==> config.mk <==
export PLATFORM = sky130hd
export DESIGN_NAME = color_blob_tracker
export DESIGN_NICKNAME = d
export VERILOG_FILES = /design/src/rtl/color_blob_tracker.sv
export SDC_FILE = /design/constraint.sdc
export NUM_CORES = 1
export LEC_CHECK = 0
export ABC_AREA = 1
export CAP_MARGIN = 5
export CORE_UTILIZATION = 61
export DETAILED_ROUTE_END_ITERATION = 10
export HOLD_SLACK_MARGIN = 0.15
export PLACE_DENSITY = 0.83
export SETUP_SLACK_MARGIN = 0.4
export SYNTH_ARGS = -nofsm -noshare
export SYNTH_HDL_FRONTEND = slang
export SYNTH_SLANG_ARGS = --single-unit
export TNS_END_PERCENT = 1
==> constraint.sdc <==
create_clock -name clk -period 5.15 [get_ports clk]
set_input_delay 0.7725 -clock clk [delete_from_list [all_inputs] [get_ports clk]]
set_output_delay 0.7725 -clock clk [all_outputs]
set_load 0.005 [all_outputs]
==> src/rtl/color_blob_tracker.sv <==
// Multi-target colour-blob tracker: per-target pixel classification, frame
// accumulation of count and coordinate sums, and sequential centroid division.
module color_blob_tracker #(
  parameter int NUM_TARGETS = 2,
  parameter int H_WIDTH     = 11,
  parameter int V_WIDTH     = 10,
  parameter int TOL         = 1,
  parameter int MIN_PIXELS  = 16,
  parameter int CNT_W       = H_WIDTH + V_WIDTH,
  parameter int SUM_W       = CNT_W + H_WIDTH
) (
  input  logic                         clk,
  input  logic                         reset,
  input  logic                         pixel_valid,
  input  logic [11:0]                  cam,
  input  logic [H_WIDTH-1:0]           hcount,
  input  logic [V_WIDTH-1:0]           vcount,
  input  logic                         frame_start,
  input  logic                         frame_end,
  input  logic [12*NUM_TARGETS-1:0]    target_color,
  output logic [NUM_TARGETS-1:0]       thres_mask,
  output logic [H_WIDTH*NUM_TARGETS-1:0] x_center,
  output logic [V_WIDTH*NUM_TARGETS-1:0] y_center,
  output logic [CNT_W*NUM_TARGETS-1:0] pix_count,
  output logic [NUM_TARGETS-1:0]       found,
  output logic                         result_valid,
  output logic                         busy,
  output logic                         overrun
);

  localparam int CH_W   = (NUM_TARGETS > 1) ? $clog2(NUM_TARGETS) : 1;
  localparam int STEP_W = $clog2(SUM_W + 1);
  localparam logic [CH_W:0] LAST_Q = (CH_W+1)'(2*NUM_TARGETS - 1);

  typedef enum logic [1:0] {IDLE, ACCUM, DIVIDE} state_t;
  state_t state;

  logic [CNT_W-1:0]   cnt [NUM_TARGETS];
  logic [SUM_W-1:0]   sx  [NUM_TARGETS];
  logic [SUM_W-1:0]   sy  [NUM_TARGETS];
  logic [H_WIDTH-1:0] xq  [NUM_TARGETS];
  logic [V_WIDTH-1:0] yq  [NUM_TARGETS];

  logic [NUM_TARGETS-1:0] match_now;
  logic [CH_W:0]          q_idx;
  logic [STEP_W-1:0]      step;
  logic [SUM_W-1:0]       rem, quo, dividend, rem_next, quo_next;
  logic [CNT_W-1:0]       divisor;
  logic [SUM_W:0]         shifted;
  logic                   div_ge, ch_found;
  logic [CH_W-1:0]        ch;
  logic                   axis;

  // Quotient order is x0, y0, x1, y1, ...: low bit picks the axis.
  assign ch   = q_idx[CH_W:1];
  assign axis = q_idx[0];

  function automatic logic near(input logic [3:0] a, input logic [3:0] b);
    logic [4:0] d;
    d = (a >= b) ? ({1'b0, a} - {1'b0, b}) : ({1'b0, b} - {1'b0, a});
    return d <= 5'(TOL);
  endfunction

  always_comb begin
    for (int unsigned k = 0; k < NUM_TARGETS; k++) begin
      match_now[k] = near(cam[11:8], target_color[12*k+8 +: 4]) &&
                     near(cam[7:4],  target_color[12*k+4 +: 4]) &&
                     near(cam[3:0],  target_color[12*k   +: 4]);
    end
  end

  always_comb begin
    dividend = '0;
    divisor  = '0;
    for (int unsigned k = 0; k < NUM_TARGETS; k++) begin
      if (ch == CH_W'(k)) begin
        dividend = axis ? sy[k] : sx[k];
        divisor  = cnt[k];
      end
    end
    ch_found = divisor >= CNT_W'(MIN_PIXELS);
    shifted  = {rem, quo[SUM_W-1]};
    div_ge   = shifted >= (SUM_W+1)'(divisor);
    rem_next = div_ge ? SUM_W'(shifted - (SUM_W+1)'(divisor)) : shifted[SUM_W-1:0];
    quo_next = {quo[SUM_W-2:0], div_ge};
  end

  always_ff @(posedge clk) begin
    if (reset) begin
      state        <= IDLE;
      q_idx        <= '0;
      step         <= '0;
      rem          <= '0;
      quo          <= '0;
      thres_mask   <= '0;
      x_center     <= '0;
      y_center     <= '0;
      pix_count    <= '0;
      found        <= '0;
      result_valid <= 1'b0;
      busy         <= 1'b0;
      overrun      <= 1'b0;
      for (int unsigned k = 0; k < NUM_TARGETS; k++) begin
        cnt[k] <= '0;
        sx[k]  <= '0;
        sy[k]  <= '0;
        xq[k]  <= '0;
        yq[k]  <= '0;
      end
    end else begin
      thres_mask   <= {NUM_TARGETS{pixel_valid}} & match_now;
      result_valid <= 1'b0;
      unique case (state)
        IDLE: begin
          if (frame_start) begin
            for (int unsigned k = 0; k < NUM_TARGETS; k++) begin
              cnt[k] <= '0;
              sx[k]  <= '0;
              sy[k]  <= '0;
            end
            state <= ACCUM;
          end
        end
        ACCUM: begin
          // Accumulators stay frozen through DIVIDE and serve as the snapshot.
          if (frame_end) begin
            state <= DIVIDE;
            busy  <= 1'b1;
            q_idx <= '0;
            step  <= '0;
            if (frame_start) overrun <= 1'b1;
          end else if (frame_start) begin
            for (int unsigned k = 0; k < NUM_TARGETS; k++) begin
              cnt[k] <= '0;
              sx[k]  <= '0;
              sy[k]  <= '0;
            end
          end else if (pixel_valid) begin
            for (int unsigned k = 0; k < NUM_TARGETS; k++) begin
              if (match_now[k] && (cnt[k] != '1)) begin
                cnt[k] <= cnt[k] + CNT_W'(1);
                sx[k]  <= sx[k] + SUM_W'(hcount);
                sy[k]  <= sy[k] + SUM_W'(vcount);
              end
            end
          end
        end
        DIVIDE: begin
          if (frame_start) overrun <= 1'b1;
          if (result_valid) begin
            state <= IDLE;
            busy  <= 1'b0;
          end else if (step == '0) begin
            rem  <= '0;
            quo  <= ch_found ? dividend : '0;
            step <= STEP_W'(1);
          end else begin
            if (ch_found) begin
              rem <= rem_next;
              quo <= quo_next;
            end
            if (step == STEP_W'(SUM_W)) begin
              step  <= '0;
              q_idx <= q_idx + (CH_W+1)'(1);
              for (int unsigned k = 0; k < NUM_TARGETS; k++) begin
                if (ch_found && (ch == CH_W'(k))) begin
                  if (axis) yq[k] <= quo_next[V_WIDTH-1:0];
                  else      xq[k] <= quo_next[H_WIDTH-1:0];
                end
              end
              // Final quotient is forwarded straight from the divider output.
              if (q_idx == LAST_Q) begin
                result_valid <= 1'b1;
                for (int unsigned k = 0; k < NUM_TARGETS; k++) begin
                  found[k] <= cnt[k] >= CNT_W'(MIN_PIXELS);
                  pix_count[k*CNT_W +: CNT_W] <= cnt[k];
                  if (cnt[k] >= CNT_W'(MIN_PIXELS)) begin
                    x_center[k*H_WIDTH +: H_WIDTH] <= xq[k];
                    y_center[k*V_WIDTH +: V_WIDTH] <=
                      (k == unsigned'(NUM_TARGETS - 1)) ? quo_next[V_WIDTH-1:0] : yq[k];
                  end
                end
              end
            end else begin
              step <= step + STEP_W'(1);
            end
          end
        end
        default: state <= IDLE;
      endcase
    end
  end

endmodule

Yosys cells after proc, flatten, opt, wreduce, memory -nomap -nowiden
Memories as Yosys holds them, arrays and structs flattened. A register that Yosys moved wholly into a read port is not among the register bits.
Cells that the tools add are included.
Widths: inputs -> output; s select.

operators by class
  muxes and demuxes = 113
  reductions and logical operators = 22
  eq/ne operators = 12
  order comparisons = 16
  bitwise logic cells = 28
  add/subtract/negate cells = 21

operator list
  cell                   number
  $mux 32                21
  $mux 21                7
  $add 32x10->32         2
  $add 32x11->32         2
  $ge 21x5->1 const B    3
  $sub 4x4->5            12
  $mux 1                 59
  $add 21x1->21 const B  2
  $ne 21x21->1 const B   2
  $ge 33x21->1           1
  $sub 32x21->32         1
  $le 5x1->1 const B     6
  $mux 5                 6
  $ge 4x4->1             6
  $mux 6                 4
  $mux 11                2
  $or 1x1->1             22
  $mux 10                2
  $mux 2                 7
  $ne 2x2->1 const B     6
  $pmux 6 s2             1
  $reduce_and 3->1       4
  $reduce_and 6->1       2
  $reduce_and 5->1       2
  other kinds (16)       30

word-level totals
  bits of input ports = 62
  logic and storage cells = 229
  memories = 5
  bits in writable memories = 212
  register bits after elaboration = 133
  output and inout bits = 91

memory list
  name  depth  width  read ports  clocked after Yosys merged registers in  wr ports  RTL line  RTL
  sx    2      32     2           0                                        2         39        logic [SUM_W-1:0] sx [NUM_TARGETS];
  sy    2      32     2           0                                        2         40        logic [SUM_W-1:0] sy [NUM_TARGETS];
  cnt   2      21     2           0                                        2         38        logic [CNT_W-1:0] cnt [NUM_TARGETS];
  xq    2      11     2           2                                        2         41        logic [H_WIDTH-1:0] xq [NUM_TARGETS];
  yq    2      10     1           1                                        2         42        logic [V_WIDTH-1:0] yq [NUM_TARGETS];

Logic depth before layout (Yosys ltp)
  word-level depth = 14
  gate-level depth with buffers = 21
  mapped depth without buffers = 18

Worst setup path before layout
OpenSTA, ideal clock, no wires.

  path type = input -> register
  start = input target_color[16]
  end = memory cnt[0][21] (netlist bit) (enable)
  data arrival time = 4031 ps
  path slack = 673 ps
  library setup time = 446 ps
  stages on the path = 12
  path buffers = 0
  data required time = 4704 ps
  cell sequence = inv_1 > ha_1 > inv_1 > fa_1 > or2_2 > a21oi_1 > nand3_1 > nand2_1 > nand3_1 > nor2_1 > nand3_1 > nand2_1

RTL lines
  element             RTL line  RTL
  start: declaration  20        input logic [12*NUM_TARGETS-1:0] target_color,
  end: declaration    38

Worst setup path after layout
  start = register step[1]
  end = register y_center[13]

between the ends
  cells in the longest elaborated chain, start to end = 3

ends and longest elaborated chain
  element                                RTL line  RTL
  start: declaration                     46        logic [STEP_W-1:0] step;
  start signal: assignment               185       step <= step + STEP_W'(1);
  $logic_not 6->1                        153       end else if (step == '0) begin
  $not 1->1 (no source line)             -
  $reduce_and 6->1 (no source line) (*)  -
  end signal: indexed assignment         179       y_center[k*V_WIDTH +: V_WIDTH] <=
  end: declaration                       23        output logic [V_WIDTH*NUM_TARGETS-1:0] y_center,

Every way passes the cells marked *; elsewhere a longest branch is shown, timed or not.
A chain may end at the register's enable or synchronous reset.

==> out/qor.yml <==
dieHeight_microns: 200
grt_pass1_vias: 21000
worstPathRequired_ns: 5.63
reg2reg_slack_ns: 1.35
synth_edf_count: 202
die_w_microns: 200
synth_area_sq_um: 23900
worst_slack_ns: 1.35
synth_nets: 3435
placed_cells: 3811
finalSetupViolations: 0
preCtsSetupSlack_ns: 0.903
clkSinkCount: 367
slew_headroom_pct: 23.3
holdWs_ns: 0.458
route.detailed.drc: 0
maxCapViolCount: 0
post_cts_buffers: 0
cts_buffers: 41
initial_core_util_pct: 61.8
avgSynthCellArea_sq_um: 7.38
io_pins: 153
routed_wl_microns: 64900
fmax_mhz: 263
crit_path_start_kind: "register"
crit_fanout: 31
grt_busiest_layer: "met2"
clkPwrFrac_pct: 40.9
power.switching_uw: 2040
clock_skew_ns: 0.0267
status: "finished, final reports clean"
critPathMaxStageDelay_ns: 0.85
hp-class: "reg -> reg"
wl_per_cell_microns: 16.7
cts.reportedPaths.clkPinSlew_ns: 0.06
grt-ovfl-total: 0
finalSetupTns_ns: 0
final_common_cell: "nand2_1"
post-route-period-util_pct: 73.8
synthArstFlopShare_pct: 0
slowest_stage: "inv_1"
hold_viol: 0
rows: 72
initialDrtViolationCount: 1993
synth_top_area_share_pct: 25.4
met3_usage_pct: 4.27
gr-usage-met2_pct: 56.2
dr.pass1.iters: 6
power.leakage_uw: 0.0117
drv_slew: 0
root_buffer: "clkbuf_16"
cp-end-kind: "register"
r2r_start: "step[1]"
dieArea_sq_um: 40000
grt_use_met1_pct: 42.0
antenna_found_initial: 2
core_sq_um: 38600
stdcell_count: 3887
hold_end: "overrun"
worstSetupPathType: "reg -> reg"
reg2reg_to: "y_center[13]"
synth_area_leaders: "edfxtp_1, dfxtp_1, nand2_1, nor2_1, inv_1"
critical_path_arrival_ns: 4.28
synth_cell_types: 51
rsz0062_at_grt: "no"
synth_cells: 3238
num-nets-final: 3533
cts_tree: "done"
power.density_nw_per_um2: 273
fin_util_pct: 70.0
netSwitchingFraction_pct: 27.5
ys_warn_count: 0
cp_top_family: "buffers and inverters"
fillers: 3167
worstSkewPairLatency_ns: 0.57
layout_common_cells: "nand2_1, nor2_1, inv_1, o21ai_0, edfxtp_1"
ant_nets: 0
place.gp.congestion: 0.952
cts_resized: 0
grt_pass1_wl_microns: 105000
pwr-share-seq_pct: 44.7
tightest_slew_ns: 1.14
area_growth_pct: 13.2
p_int_uw: 5360
grt_max_degree: 118
holdPathStages: 2
place_hpwl_microns: 47300
routed_via_density: 5.68
gr-usage-all-layers_pct: 32.9
yosysSeqAreaShare_pct: 39.2
cp_common_cell: "inv_1"
synth_largest_area_cell: "edfxtp_1"
crit_buf_inv: 5
hold_start: "overrun"
vias: 22100
r2r_cells: 14
synth_seq_cells: 367
period_minus_slack_ns: 3.80
power_frac_comb_pct: 14.4
cts_hold_buffers: 0
synthFlopType: "edfxtp_1"
io_buffers: 152
cts_buffer_depth: 3
h-tree-depth: 2
drive_above_1_share_pct: 4.19
path_cells: "inv_1 > ha_1 > nand3_1 > nor2_1 > inv_1 > nor2_1 > nand2_1 > inv_2 > nand2_2 > inv_2 > nand2_1 > inv_1 > o21ai_0 > a21oi_1"
vdd_ir_drop_max_uv: 294
[through the flow]
stage	power (uW)	area, sq um
global route	7670	27100
global placement	4370	25700
finish	7400	27100
floorplan	4080	23900
CTS	7400	27100
detailed placement	4410	25700
[state kept, by name, summed over array words and instances (netlist names)]
signal / flops
xq: 22
sy: 64
rem: 32
cnt: 42
sx: 64
found: 2
result_valid: 1
quo: 32
y_center: 20
step: 6
q_idx: 2
state: 2
overrun: 1
busy: 1
yq: 10
pix_count: 42
thres_mask: 2
x_center: 22
[cells by family after synthesis]
logic type | count (synthesis) | share of synthesized area, %
AND/OR/NAND/NOR | 1522 | 26.8
buffers and inverters | 554 | 9.43
AO/OA/AOI/OAI | 517 | 11.7
flip-flops | 367 | 39.2
XOR/XNOR | 143 | 5.24
adder cells (fa/ha/maj) | 135 | 7.60
[power by group through the flow]
stage               combinational (uW)  sequential (uW)  clock, uW
finish                            1070             3310       3020
global route                      1200             3320       3150
CTS                               1050             3300       3040
detailed placement                1040             3360          0
global placement                  1010             3360          0
floorplan                          748             3340          0
[cell usage after synthesis, drive strengths merged (63+ instances only)]
library cell / count
clkbuf: 72
a21oi: 201
nand2: 682
inv: 434
nor2: 517
xor2: 97
nor3: 63
nand3: 152
o21ai: 237
edfxtp: 202
dfxtp: 165
ha: 118
[worst register-to-register path: cells and delay by family (launching register included)]
kind	cells	cell delay (ns)
AND/OR/NAND/NOR	6	1.32
adder cells (fa/ha/maj)	1	0.16
buffers and inverters	5	1.43
AO/OA/AOI/OAI	2	0.49
flip-flops	1	0.33
[cell type report]
type | count | area [sq um] | share of cell area [%]
clock buffers | 56 | 1160 | 4.31
diodes | 1 | 2.50 | 0.00925
clock inverters | 19 | 201 | 0.745
inverters | 434 | 1630 | 6.03
repair buffers | 175 | 1740 | 6.43
multi-input cells | 2317 | 12300 | 45.5
flip-flops and latches | 367 | 9370 | 34.6
well taps | 518 | 648 | 2.40
[per-layer routing]
layer  vias to the layer above  wire (microns)
li1                      10800               -
met1                     10300           27200
met2                       836           31000
met3                       164            4350
met4                         2            2320
met5                         -               9
[worst max path at each step]
stage                           startpoint      endpoint  slack [ns]  cells after the start
after floorplan           target_color[16]    cnt[0][21]        0.67                     12
after global placement              cam[1]     sy[0][53]        1.01                     18
after detailed placement            cam[1]     sx[0][43]        0.90                     18
after CTS                           cam[1]    cnt[0][20]        1.47                     18
after global routing               step[0]   y_center[3]        1.06                     16
final                              step[1]  y_center[13]        1.35                     14
No activity file was read; power rests on OpenSTA's default activity.
